<file path="src/rtl/iwdg_mc_pkg.sv">
// Shared constants for the multi-channel independent watchdog: keys, register
// offsets, status bit positions and the channel state encoding.
package iwdg_mc_pkg;

  localparam logic [15:0] KEY_START  = 16'hCCCC;
  localparam logic [15:0] KEY_RELOAD = 16'hAAAA;
  localparam logic [15:0] KEY_UNLOCK = 16'h5555;

  localparam logic [4:0] OFF_KR   = 5'h00;
  localparam logic [4:0] OFF_PR   = 5'h04;
  localparam logic [4:0] OFF_RLR  = 5'h08;
  localparam logic [4:0] OFF_SR   = 5'h0C;
  localparam logic [4:0] OFF_WINR = 5'h10;

  localparam int SR_RUN = 0;
  localparam int SR_UNL = 1;
  localparam int SR_TOF = 2;
  localparam int SR_EWF = 3;

  typedef enum logic [1:0] {
    ST_IDLE = 2'd0,
    ST_RUN  = 2'd1,
    ST_FIRE = 2'd2
  } ch_state_t;

  // Last prescaler count before a tick: period is 4 << pr, saturating at pr = 6.
  function automatic logic [7:0] presc_last(input logic [31:0] pr);
    logic [31:0] p;
    p = (pr > 32'd6) ? 32'd6 : pr;
    return 8'((32'd4 << p) - 32'd1);
  endfunction

endpackage

</file>
<file path="src/rtl/iwdg_mc_ch.sv">
// One watchdog channel: key/lock handling, PR/RLR/WINR/SR registers,
// prescaler, down-counter and the IDLE/RUN/FIRE state machine.
module iwdg_mc_ch
  import iwdg_mc_pkg::*;
#(
  parameter int RLR_SIZE  = 12,
  parameter int PR_SIZE   = 3,
  parameter int DAT_SIZE  = 16,
  parameter int RST_PULSE = 4
) (
  input  logic                clk,
  input  logic                rst,
  input  logic                wr_en,
  input  logic [4:0]          off,
  input  logic [DAT_SIZE-1:0] wdat,
  output logic [DAT_SIZE-1:0] rdat,
  output logic [1:0]          state_dbg
);

  localparam int FC_W = $clog2(RST_PULSE + 1);

  ch_state_t           state;
  logic                unl, tof, ewf;
  logic [PR_SIZE-1:0]  pr, pr_act;
  logic [RLR_SIZE-1:0] rlr, winr, cnt;
  logic [7:0]          presc;
  logic [FC_W-1:0]     fire_cnt;

  logic wr_kr, key_start, key_reload, tick, win_on;

  assign wr_kr      = wr_en && (off == OFF_KR);
  assign key_start  = wr_kr && (wdat == DAT_SIZE'(KEY_START));
  assign key_reload = wr_kr && (wdat == DAT_SIZE'(KEY_RELOAD));
  assign tick       = (presc == presc_last(32'(pr_act)));
  assign win_on     = (winr != {RLR_SIZE{1'b1}});
  assign state_dbg  = state;

  always_ff @(posedge clk or posedge rst) begin
    if (rst) begin
      state    <= ST_IDLE;
      unl      <= 1'b0;
      tof      <= 1'b0;
      ewf      <= 1'b0;
      pr       <= '0;
      pr_act   <= '0;
      rlr      <= '1;
      winr     <= '1;
      cnt      <= '1;
      presc    <= '0;
      fire_cnt <= '0;
    end else begin
      if (wr_kr) unl <= (wdat == DAT_SIZE'(KEY_UNLOCK));
      if (wr_en && unl && off == OFF_PR)   pr   <= wdat[PR_SIZE-1:0];
      if (wr_en && unl && off == OFF_RLR)  rlr  <= wdat[RLR_SIZE-1:0];
      if (wr_en && unl && off == OFF_WINR) winr <= wdat[RLR_SIZE-1:0];
      if (wr_en && off == OFF_SR) begin
        if (wdat[SR_TOF]) tof <= 1'b0;
        if (wdat[SR_EWF]) ewf <= 1'b0;
      end
      // Flag sets below come after the W1C clears so a coincident event wins.
      case (state)
        ST_IDLE: begin
          presc <= '0;
          if (key_start) begin
            state  <= ST_RUN;
            cnt    <= rlr;
            pr_act <= pr;
          end else if (key_reload) begin
            cnt <= rlr;
          end
        end
        ST_RUN: begin
          if (key_reload) begin
            if (win_on && cnt > winr) begin
              state    <= ST_FIRE;
              fire_cnt <= '0;
              ewf      <= 1'b1;
            end else begin
              cnt    <= rlr;
              pr_act <= pr;
              presc  <= '0;
            end
          end else if (tick) begin
            presc <= '0;
            if (cnt == '0) begin
              state    <= ST_FIRE;
              fire_cnt <= '0;
              tof      <= 1'b1;
            end else begin
              cnt <= cnt - 1'b1;
            end
          end else begin
            presc <= presc + 8'd1;
          end
        end
        ST_FIRE: begin
          if (fire_cnt == FC_W'(RST_PULSE - 1)) state <= ST_IDLE;
          else fire_cnt <= fire_cnt + 1'b1;
        end
        default: state <= ST_IDLE;
      endcase
    end
  end

  always_comb begin
    rdat = '0;
    case (off)
      OFF_PR:   rdat = DAT_SIZE'(pr);
      OFF_RLR:  rdat = DAT_SIZE'(rlr);
      OFF_WINR: rdat = DAT_SIZE'(winr);
      OFF_SR: begin
        rdat[SR_RUN] = (state == ST_RUN);
        rdat[SR_UNL] = unl;
        rdat[SR_TOF] = tof;
        rdat[SR_EWF] = ewf;
      end
      default: rdat = '0;
    endcase
  end

endmodule

</file>
<file path="src/rtl/iwdg_mc.sv">
// Multi-channel watchdog top: Wishbone slave with address decode, single-cycle
// ack, read mux, and one iwdg_mc_ch per channel.
module iwdg_mc
  import iwdg_mc_pkg::*;
#(
  parameter int          N_CH      = 4,
  parameter int          RLR_SIZE  = 12,
  parameter int          PR_SIZE   = 3,
  parameter int          DAT_SIZE  = 16,
  parameter int          RST_PULSE = 4,
  parameter logic [31:0] BASE_ADR  = 32'h0100_0000
) (
  input  logic                clk,
  input  logic                rst,
  input  logic [DAT_SIZE-1:0] dat_m2s,
  input  logic [31:0]         adr_m2s,
  input  logic                cyc_m2s,
  input  logic                stb_m2s,
  input  logic                we_m2s,
  output logic [DAT_SIZE-1:0] dat_s2m,
  output logic                ack_s2m,
  output logic [N_CH-1:0]     iwdg_rst,
  output logic                iwdg_rst_any
);

  // Handshake: a request is cyc&stb sampled high while ack is low; ack follows
  // one cycle later for exactly one cycle, and writes land on that same edge.
  logic [31:0]         rel;
  logic [26:0]         ch_idx;
  logic [4:0]          off;
  logic                req, hit;
  logic [DAT_SIZE-1:0] rd_mux;
  logic [DAT_SIZE-1:0] rd_dat   [N_CH];
  logic [1:0]          ch_state [N_CH];

  assign rel    = adr_m2s - BASE_ADR;
  assign ch_idx = rel[31:5];
  assign off    = rel[4:0];
  assign req    = cyc_m2s & stb_m2s & ~ack_s2m;
  assign hit    = (ch_idx < 27'(N_CH));

  for (genvar c = 0; c < N_CH; c++) begin : g_ch
    logic wr_en;
    assign wr_en = req & we_m2s & hit & (ch_idx == 27'(c));

    iwdg_mc_ch #(
      .RLR_SIZE (RLR_SIZE),
      .PR_SIZE  (PR_SIZE),
      .DAT_SIZE (DAT_SIZE),
      .RST_PULSE(RST_PULSE)
    ) u_ch (
      .clk      (clk),
      .rst      (rst),
      .wr_en    (wr_en),
      .off      (off),
      .wdat     (dat_m2s),
      .rdat     (rd_dat[c]),
      .state_dbg(ch_state[c])
    );

    assign iwdg_rst[c] = (ch_state[c] == ST_FIRE);
  end

  assign iwdg_rst_any = |iwdg_rst;

  always_comb begin
    rd_mux = '0;
    for (int c = 0; c < N_CH; c++) begin
      if (hit && ch_idx == 27'(c)) rd_mux = rd_dat[c];
    end
  end

  always_ff @(posedge clk or posedge rst) begin
    if (rst) begin
      ack_s2m <= 1'b0;
      dat_s2m <= '0;
    end else begin
      ack_s2m <= req;
      dat_s2m <= (req && !we_m2s) ? rd_mux : '0;
    end
  end

endmodule

</file>
<file path="config.mk">
export PLATFORM = sky130hd
export DESIGN_NAME = iwdg_mc
export DESIGN_NICKNAME = d
export VERILOG_FILES = /design/src/rtl/iwdg_mc_pkg.sv /design/src/rtl/iwdg_mc_ch.sv /design/src/rtl/iwdg_mc.sv
export SDC_FILE = /design/constraint.sdc
export NUM_CORES = 1
export LEC_CHECK = 0
export CAP_MARGIN = 10
export CORE_ASPECT_RATIO = 0.5
export CORE_UTILIZATION = 37
export CTS_CLUSTER_DIAMETER = 150
export CTS_CLUSTER_SIZE = 25
export DETAILED_ROUTE_END_ITERATION = 8
export SETUP_SLACK_MARGIN = 0.3
export SKIP_CTS_REPAIR_TIMING = 1
export SLEW_MARGIN = 20
export SYNTH_ARGS = -nofsm -noshare
export SYNTH_HDL_FRONTEND = slang
export SYNTH_SLANG_ARGS = --single-unit
</file>
<file path="constraint.sdc">
create_clock -name clk -period 9.85 [get_ports clk]
set_clock_uncertainty 0.1 [all_clocks]
set_input_delay 0.985 -clock clk [delete_from_list [all_inputs] [get_ports clk]]
set_output_delay 0.985 -clock clk [all_outputs]
set_load 0.005 [all_outputs]
</file>
==> results of run 1 <==
report_power, final:
part	internal [mW]	total (mW)	switching [mW]	leakage, nW
logic	0.0278	0.0812	0.0534	3.51
clock network	0.252	0.601	0.350	0.169
registers	1.01	1.01	0.000165	2.86
total	1.29	1.69	0.403	6.53
layout by cell type (no fill, tap or decap), types with 15 or more instances in the layout:
cell | netlist | routed
a2bb2oi_1 | 21 | 21
nand4_1 | 28 | 28
o21ai_0 | 77 | 77
mux2_2 | 113 | 113
nand2b_1 | 20 | 20
clkdlybuf4s50_1 | 0 | 70
mux2i_1 | 31 | 31
nor3_1 | 47 | 47
a21oi_1 | 76 | 76
or3_1 | 16 | 16
dfrtp_1 | 101 | 101
nor2b_1 | 19 | 19
nand3_1 | 59 | 59
o21ai_1 | 15 | 15
o22ai_1 | 22 | 22
inv_1 | 82 | 81
a22oi_1 | 31 | 31
buf_4 | 5 | 22
dfstp_2 | 144 | 144
nand2_1 | 106 | 106
ha_1 | 75 | 75
nor2_1 | 95 | 94
worst max-delay path: stages:
cell and delay (ns):
clkdlybuf4s50_1 0.81, and4bb_2 0.46, nand4_1 0.27, nand4bb_1 0.59, o21ai_2 0.27, buf_4 0.35, nor2_1 0.09, buf_4 0.21
or3_1 0.59, mux2_1 0.38
area by class of cell:
cell class / instances / share of cell area (%)
multi-input combinational: 1131 / 48.77
sequential: 245 / 37.97
timing repair buffer: 92 / 5.209
tap: 530 / 3.990
clock buffer: 20 / 2.115
inverter: 82 / 1.897
clock inverter: 1 / 0.04517
worst max path at each step:
| stage | endpoint | slack (ns) | cells past startpoint |
|---|---|---|---|
| 6_report | g_ch[1].u_ch.cnt[1] | 5.16 | 10 |
| 3_5_place_dp | g_ch[1].u_ch.cnt[1] | 4.76 | 10 |
| 5_1_grt | g_ch[2].u_ch.cnt[1] | 4.96 | 9 |
| 3_3_place_gp | g_ch[1].u_ch.cnt[1] | 4.83 | 10 |
| 4_1_cts | g_ch[1].u_ch.cnt[1] | 5.30 | 10 |
| 2_1_floorplan | ack_s2m | 2.27 | 1 |
routing by layer:
metal | vias up | share of wire, % | global-route usage [%]
met5 | - | 0 | 0
met4 | 0 | 1.6 | 3.835
met3 | 44 | 6.2 | 4.201
met2 | 301 | 43 | 31.71
met1 | 6036 | 49 | 30.65
li1 | 5783 | - | -
cells in the mapped netlist (15+ instances only):
library cell | instances | area share [%]
a21oi_1 | 76 | 2.5
a22oi_1 | 31 | 1.5
a2bb2oi_1 | 21 | 1.2
buf_2 | 20 | 0.66
clkbuf_1 | 55 | 1.4
dfrtp_1 | 101 | 17
dfstp_2 | 144 | 25
ha_1 | 75 | 6.2
inv_1 | 82 | 2.0
mux2_2 | 113 | 8.4
mux2i_1 | 31 | 2.1
nand2_1 | 106 | 2.6
nand2b_1 | 20 | 0.83
nand3_1 | 59 | 2.0
nand4_1 | 28 | 1.2
nor2_1 | 95 | 2.4
nor2b_1 | 19 | 0.79
nor3_1 | 47 | 1.6
o21ai_0 | 77 | 2.6
o21ai_1 | 15 | 0.50
o22ai_1 | 22 | 0.91
or3_1 | 16 | 0.66
flip-flops by register name, summed over array words and instances, names as in the netlist, 4 cells and up:
register and flops:
g_ch.u_ch.ewf 4, g_ch.u_ch.cnt 48, g_ch.u_ch.rlr 48, g_ch.u_ch.state_dbg 8, g_ch.u_ch.fire_cnt 12, g_ch.u_ch.winr 48, g_ch.u_ch.presc 32, g_ch.u_ch.unl 4
g_ch.u_ch.pr_act 12, g_ch.u_ch.pr 12, g_ch.u_ch.tof 4, dat_s2m 12
cells by family after synthesis:
logic type / Yosys count / synth area share [%]
adder cells (fa/ha/maj): 75 / 6.221
XOR/XNOR: 14 / 0.8129
AND/OR/NAND/NOR: 488 / 17.01
other: 1 / 0.02486
buffers and inverters: 170 / 4.587
multiplexers: 159 / 11.64
AO/OA/AOI/OAI: 391 / 17.87
flip-flops: 245 / 41.84
through the flow:
stage          worst slack [ns]  power [mW]  instances
2_1_floorplan             2.273       1.063       1546
3_3_place_gp              4.834       1.108       2080
5_1_grt                   4.957       1.750       2101
4_1_cts                   5.298       1.711       2101
6_report                  5.161       1.692       2101
3_5_place_dp              4.759       1.108       2080
==> results.toml, run 1 <==
[timing]
slew_viol_final = 0
min_period_ns = 4.689
relSlewSlack_pct = 26.62
rsz0062_at_grt = "false"
whs_ns = 0.4007
finalSetupViolCount = 0
hold_violations = 0
post-route-period-util_pct = 47.60
timing.fmax_ghz = 0.2133
worstMarginPinSlew_ns = 1.097
tns_ns = 0

[logic_synthesis]
synthCells = 1543
syn_avg_cell_area_um2 = 9.776
synth_seq_area_share_pct = 41.84
yosys_register_bits = 245
synth_flop_cell = "dfstp_2"
netlist_area_um2 = 15080
async_reset_ff_share_pct = 100.0
ys_types = 87
synth-edff-count = 0
ys_warn_count = 0

[hold_path]
hp-class = "flip-flop to flip-flop"
hp-start = "g_ch[2].u_ch.fire_cnt[0]"
hold_depth = 1
min_to = "g_ch[2].u_ch.fire_cnt[0]"

[finish]
num_antenna_cells = 0
fin_area_um2 = 16620
seq_area_um2 = 6311
layout.nets = 1693
drive_above_1_share_pct = 20.24
fin_util_pct = 42.08
multi_input_area_um2 = 8107
num-fill-cells = 3821
area_delta_synth_final_pct = 10.19

[floorplan]
core_area_um2 = 39500
fp-row-count = 51
num_io_pins = 75
fp.dieH_um = 144.8
start_util_pct = 38.19
die_x_um = 287.6
dieArea_um2 = 41630

[placement]
place_hpwl_um = 31160
place_area_um2 = 16260
place_congestion = 0.9484
port_buffers = 70

[clocking]
clk_path_buf_depth = 3
clkTransAtPathRegs_ns = 0.11
cts-root-buf = "clkbuf_16"
insertion_delay_ns = 0.51
numCtsBuffers = 13
cts.sinks = 245
ctsHtreeMaxLevel = 1
cts_tree = "yes"

[route]
dr_total_vias = 12160
drc = 0
vias_per_cell = 5.790
wl_per_cell_um = 20.68
ant_nets = 0
wl_um = 43450
drtIter0Drc = 935
firstDrtPassIters = 6

[critical_path]
cp_max_fo = 37
critical_path_required_ns = 10.20
reg2reg_slack_ns = 6.22
r2r_end = "g_ch[3].u_ch.cnt[1]"
crit_type = "input pin to flip-flop"
r2r-start = "g_ch[3].u_ch.cnt[0]"
cp-start-kind = "input pin"
crit_path_start = "dat_m2s[0]"
arrival_ns = 5.04
end_kind = "flip-flop"
r2r_cells = 11

[status]
status = "finished, final reports clean"

[power_and_ir_drop]
ir_worst_vdd_v = 0.00009701
p_leak_nw = 6.534
power.density_nw_per_um2 = 101.8

[global_routing]
grt_pass1_wl_um = 67640
overflow = 0
grt_max_degree = 118
antenna_found_initial = 1
grt_util_all_layers_pct = 20.87
grt_pass1_vias = 11480

[job]
drv_cap = 0
Power figures use the tool's default switching activity.
==> run 2, diff against run 1 <==
- clock period: 9.85 -> 4.33 ns (I/O delays scaled with it)
==> results.toml, run 2 (same netlist as run 1, synthesis figures left out) <==
[route]
vias_per_cell = 5.748
drtIter0Drc = 1146
drc = 0
wl_per_cell_um = 20.76
wl_um = 44310
ant_nets = 0
firstDrtPassIters = 6
dr_total_vias = 12270

[status]
status = "finished, final reports clean"

[timing]
tns_ns = 0
finalSetupViolCount = 0
timing.fmax_ghz = 0.2793
relSlewSlack_pct = 31.00
hold_violations = 0
slew_viol_final = 0
setup_slack_ns = 0.7492
rsz0062_at_grt = "false"
post-route-period-util_pct = 82.70
min_period_ns = 3.581
worstMarginPinSlew_ns = 1.035

[critical_path]
cp-start-kind = "flip-flop"
r2r_cells = 11
crit_type = "flip-flop to flip-flop"
arrival_ns = 3.91
cp_max_fo = 12
end_kind = "flip-flop"
critical_path_required_ns = 4.66

[floorplan]
num_io_pins = 75
core_area_um2 = 39500
dieArea_um2 = 41630
die_x_um = 287.6
fp-row-count = 51
start_util_pct = 38.19
fp.dieH_um = 144.8

[clocking]
clk_path_buf_depth = 3
clkTransAtPathRegs_ns = 0.11
cts-root-buf = "clkbuf_16"
insertion_delay_ns = 0.50
cts.sinks = 245
numCtsBuffers = 13
ctsHtreeMaxLevel = 1
cts_tree = "yes"

[finish]
drive_above_1_share_pct = 21.95
layout_common_cells = "144 x dfstp_2, 113 x mux2_2, 106 x nand2_1, 101 x dfrtp_1, 94 x nor2_1"
num_antenna_cells = 0
num-fill-cells = 3801
area_delta_synth_final_pct = 12.00
final_cells = 2134
layout.nets = 1726
fin_util_pct = 42.77
final_common_cell = "dfstp_2"
multi_input_area_um2 = 8113
seq_area_um2 = 6311
reg_top3 = "g_ch.u_ch.cnt x48, g_ch.u_ch.rlr x48, g_ch.u_ch.winr x48"

[global_routing]
grt_util_all_layers_pct = 21.50
antenna_found_initial = 1
overflow = 0
grt_pass1_vias = 11560
grt_pass1_wl_um = 69480
grt_max_degree = 90

[power_and_ir_drop]
ir_worst_vdd_v = 0.0001890
p_leak_nw = 6.706
power.density_nw_per_um2 = 228.3

[hold_path]
hp-class = "input pin to asynchronous set/reset pin"

[job]
drv_cap = 0

[placement]
port_buffers = 70
place_congestion = 0.9925
place_hpwl_um = 32760
pre_cts_slack_ns = 0.3469
placed_cells = 2113
run 2: changes by cell type in the layout (fill, tap and decap cells not counted), sizes merged:
cell	change
buf	+33
run 2: final timing paths:
kind,startpoint,endpoint,slack (ns)
max reg2reg,g_ch[3].u_ch.cnt[0],g_ch[3].u_ch.cnt[1],0.75
max,g_ch[3].u_ch.cnt[0],g_ch[3].u_ch.cnt[1],0.75
min in group clk,g_ch[2].u_ch.fire_cnt[0],g_ch[2].u_ch.fire_cnt[0],0.39
max in group asynchronous,rst,g_ch[0].u_ch.cnt[9],2.86
min reg2reg,g_ch[2].u_ch.fire_cnt[0],g_ch[2].u_ch.fire_cnt[0],0.39
min,rst,g_ch[1].u_ch.tof,0.29
run 2: worst max-delay path: stages, from the launching register on:
cell       delay (ns)
dfstp_2          0.39
inv_1            0.14
ha_1             0.22
or3b_1           0.41
or4_1            0.47
nor4_1           0.21
buf_4            0.17
nor4b_1          0.34
a2bb2oi_2        0.47
nor3_1           0.09
buf_4            0.22
mux2_2           0.28
run 2: layout make-up:
class | count | share of cell area, %
multi-input cells | 1131 | 48.02
inverters | 82 | 1.844
clock buffers | 20 | 2.081
flip-flops and latches | 245 | 37.35
clock inverters | 1 | 0.03703
repair buffers | 125 | 6.739
well taps | 530 | 3.925
run 2: routing by layer:
metal  vias to the layer above  routed length (um)  GRT usage [%]
met2                       295               19010          32.46
met4                         2                1010          5.095
met5                         -                  13              0
met3                        52                2705          3.370
met1                      6092               21570          31.93
li1                       5825                   -              -
run 2: metrics by stage:
step                power [mW]  hold WS, ns  area (um2)
finish                   3.857       0.2865       16900
global route             3.989       0.3379       16900
CTS                      3.890       0.3069       16890
detailed placement       2.539       0.3777       16530
global placement         2.539       0.3735       16530
floorplan                2.419       0.3563       15100
run 2: power by group:
part | internal (mW) | switching [mW] | total (mW)
clock network | 0.573 | 0.785 | 1.36
logic | 0.0741 | 0.130 | 0.204
registers | 2.30 | 0.000365 | 2.30
==> run 3, diff against run 2 <==
- clock period: 4.33 -> 3.2 ns (I/O delays scaled with it)
==> results.toml, run 3 (same netlist as run 1, synthesis figures left out) <==
[status]
status = "finished, final reports clean"

[floorplan]
dieArea_um2 = 41630
fp-row-count = 51
start_util_pct = 38.19
die_x_um = 287.6
fp.dieH_um = 144.8
num_io_pins = 75
core_area_um2 = 39500

[power_and_ir_drop]
p_clk_share_pct = 35.1
p_leak_nw = 7.448
p_int_mw = 4.002
ir_worst_vdd_v = 0.0002485
combPwrFrac_pct = 5.8
p_total_mw = 5.258
p_switching_mw = 1.256
seqPwrFrac_pct = 59.1
swShare_pct = 23.89
power.density_nw_per_um2 = 287.4

[global_routing]
antenna_found_initial = 0
grt_pass1_vias = 12000
grt_pass1_wl_um = 70870
grt_max_degree = 79
overflow = 0
grt_util_all_layers_pct = 21.93

[clocking]
cts.sinks = 245
numCtsBuffers = 13
clkTransAtPathRegs_ns = 0.11
cts-root-buf = "clkbuf_16"
clk_path_buf_depth = 3
cts_tree = "yes"
ctsHtreeMaxLevel = 1
insertion_delay_ns = 0.51

[route]
wl_per_cell_um = 20.43
firstDrtPassIters = 5
dr_total_vias = 12820
wl_um = 45910
ant_nets = 0
drc = 0
drtIter0Drc = 999
vias_per_cell = 5.705

[placement]
port_buffers = 70
place_hpwl_um = 34040
placed_cells = 2216
place_congestion = 0.9536
pre_cts_slack_ns = -0.2997
place_area_um2 = 17390

[finish]
final_common_cell = "buf_4"
reg_top3 = "g_ch.u_ch.cnt x48, g_ch.u_ch.rlr x48, g_ch.u_ch.winr x48"
fin_area_um2 = 18300
layout.nets = 1839
drive_above_1_share_pct = 30.23
layout_common_cells = "152 x buf_4, 144 x dfstp_2, 112 x mux2_2, 106 x nand2_1, 98 x dfrtp_1"
fin_util_pct = 46.32
final_cells = 2247
area_delta_synth_final_pct = 21.29
num_antenna_cells = 0

[timing]
timing.fmax_ghz = 0.3342
finalSetupViolCount = 0
whs_ns = 0.09409
worstMarginPinSlew_ns = 0.6765
relSlewSlack_pct = 54.26
min_period_ns = 2.992
slew_viol_final = 0
setup_slack_ns = 0.2078
post-route-period-util_pct = 93.51
hold_violations = 0
tns_ns = 0
rsz0062_at_grt = "true"

[critical_path]
r2r_cells = 11
critical_path_required_ns = 3.53
crit_type = "flip-flop to flip-flop"
cp_max_fo = 6
cp-start-kind = "flip-flop"
arrival_ns = 3.32
end_kind = "flip-flop"

[job]
drv_cap = 0

[hold_path]
hp-class = "input pin to asynchronous set/reset pin"
## run 3: critical path, stage by stage, from the launching register on
cell and delay [ns]:
dfstp_2 0.38, inv_2 0.07, ha_4 0.13, or3b_4 0.38
or4_4 0.45, nor4_4 0.32, nor4b_4 0.24, buf_4 0.16
a2bb2oi_4 0.20, nor3_1 0.07, buf_4 0.16, mux2_2 0.26
## run 3: area by class of cell
cell class | instances | area [um2]
fillers | 3703 | 21200
clock buffers | 20 | 351.6
inverters | 82 | 311.5
well taps | 530 | 663.1
multi-input cells | 1132 | 8548
flip-flops and latches | 245 | 6315
clock inverters | 1 | 6.256
repair buffers | 237 | 2101
## run 3: routing by layer
metal / share of wire (%) / up-vias / track usage (%)
li1: - / 6059 / -
met3: 4.8 / 55 / 2.665
met2: 44 / 306 / 34.01
met4: 2.0 / 0 / 4.339
met5: 0 / - / 0
met1: 49 / 6399 / 32.67
## run 3: path summary, 6_finish.rpt
| check | start | to | slack (ns) |
|---|---|---|---|
| setup / recovery | g_ch[3].u_ch.cnt[0] | g_ch[3].u_ch.cnt[1] | 0.21 |
| setup reg to reg | g_ch[3].u_ch.cnt[0] | g_ch[3].u_ch.cnt[1] | 0.21 |
| max in group asynchronous | rst | g_ch[3].u_ch.cnt[11] | 2.09 |
| hold reg to reg | g_ch[2].u_ch.fire_cnt[0] | g_ch[2].u_ch.fire_cnt[0] | 0.39 |
| min in group clk | g_ch[2].u_ch.fire_cnt[0] | g_ch[2].u_ch.fire_cnt[0] | 0.39 |
| hold / removal | rst | g_ch[1].u_ch.unl | 0.09 |
## run 3: power groups by stage
stage	Clock [mW]	Sequential, mW	Combinational, mW
2_1_floorplan	0	3.16	0.116
3_3_place_gp	0	3.16	0.304
3_5_place_dp	0	3.16	0.304
4_1_cts	1.91	3.11	0.305
5_1_grt	2.01	3.11	0.327
6_report	1.85	3.11	0.306
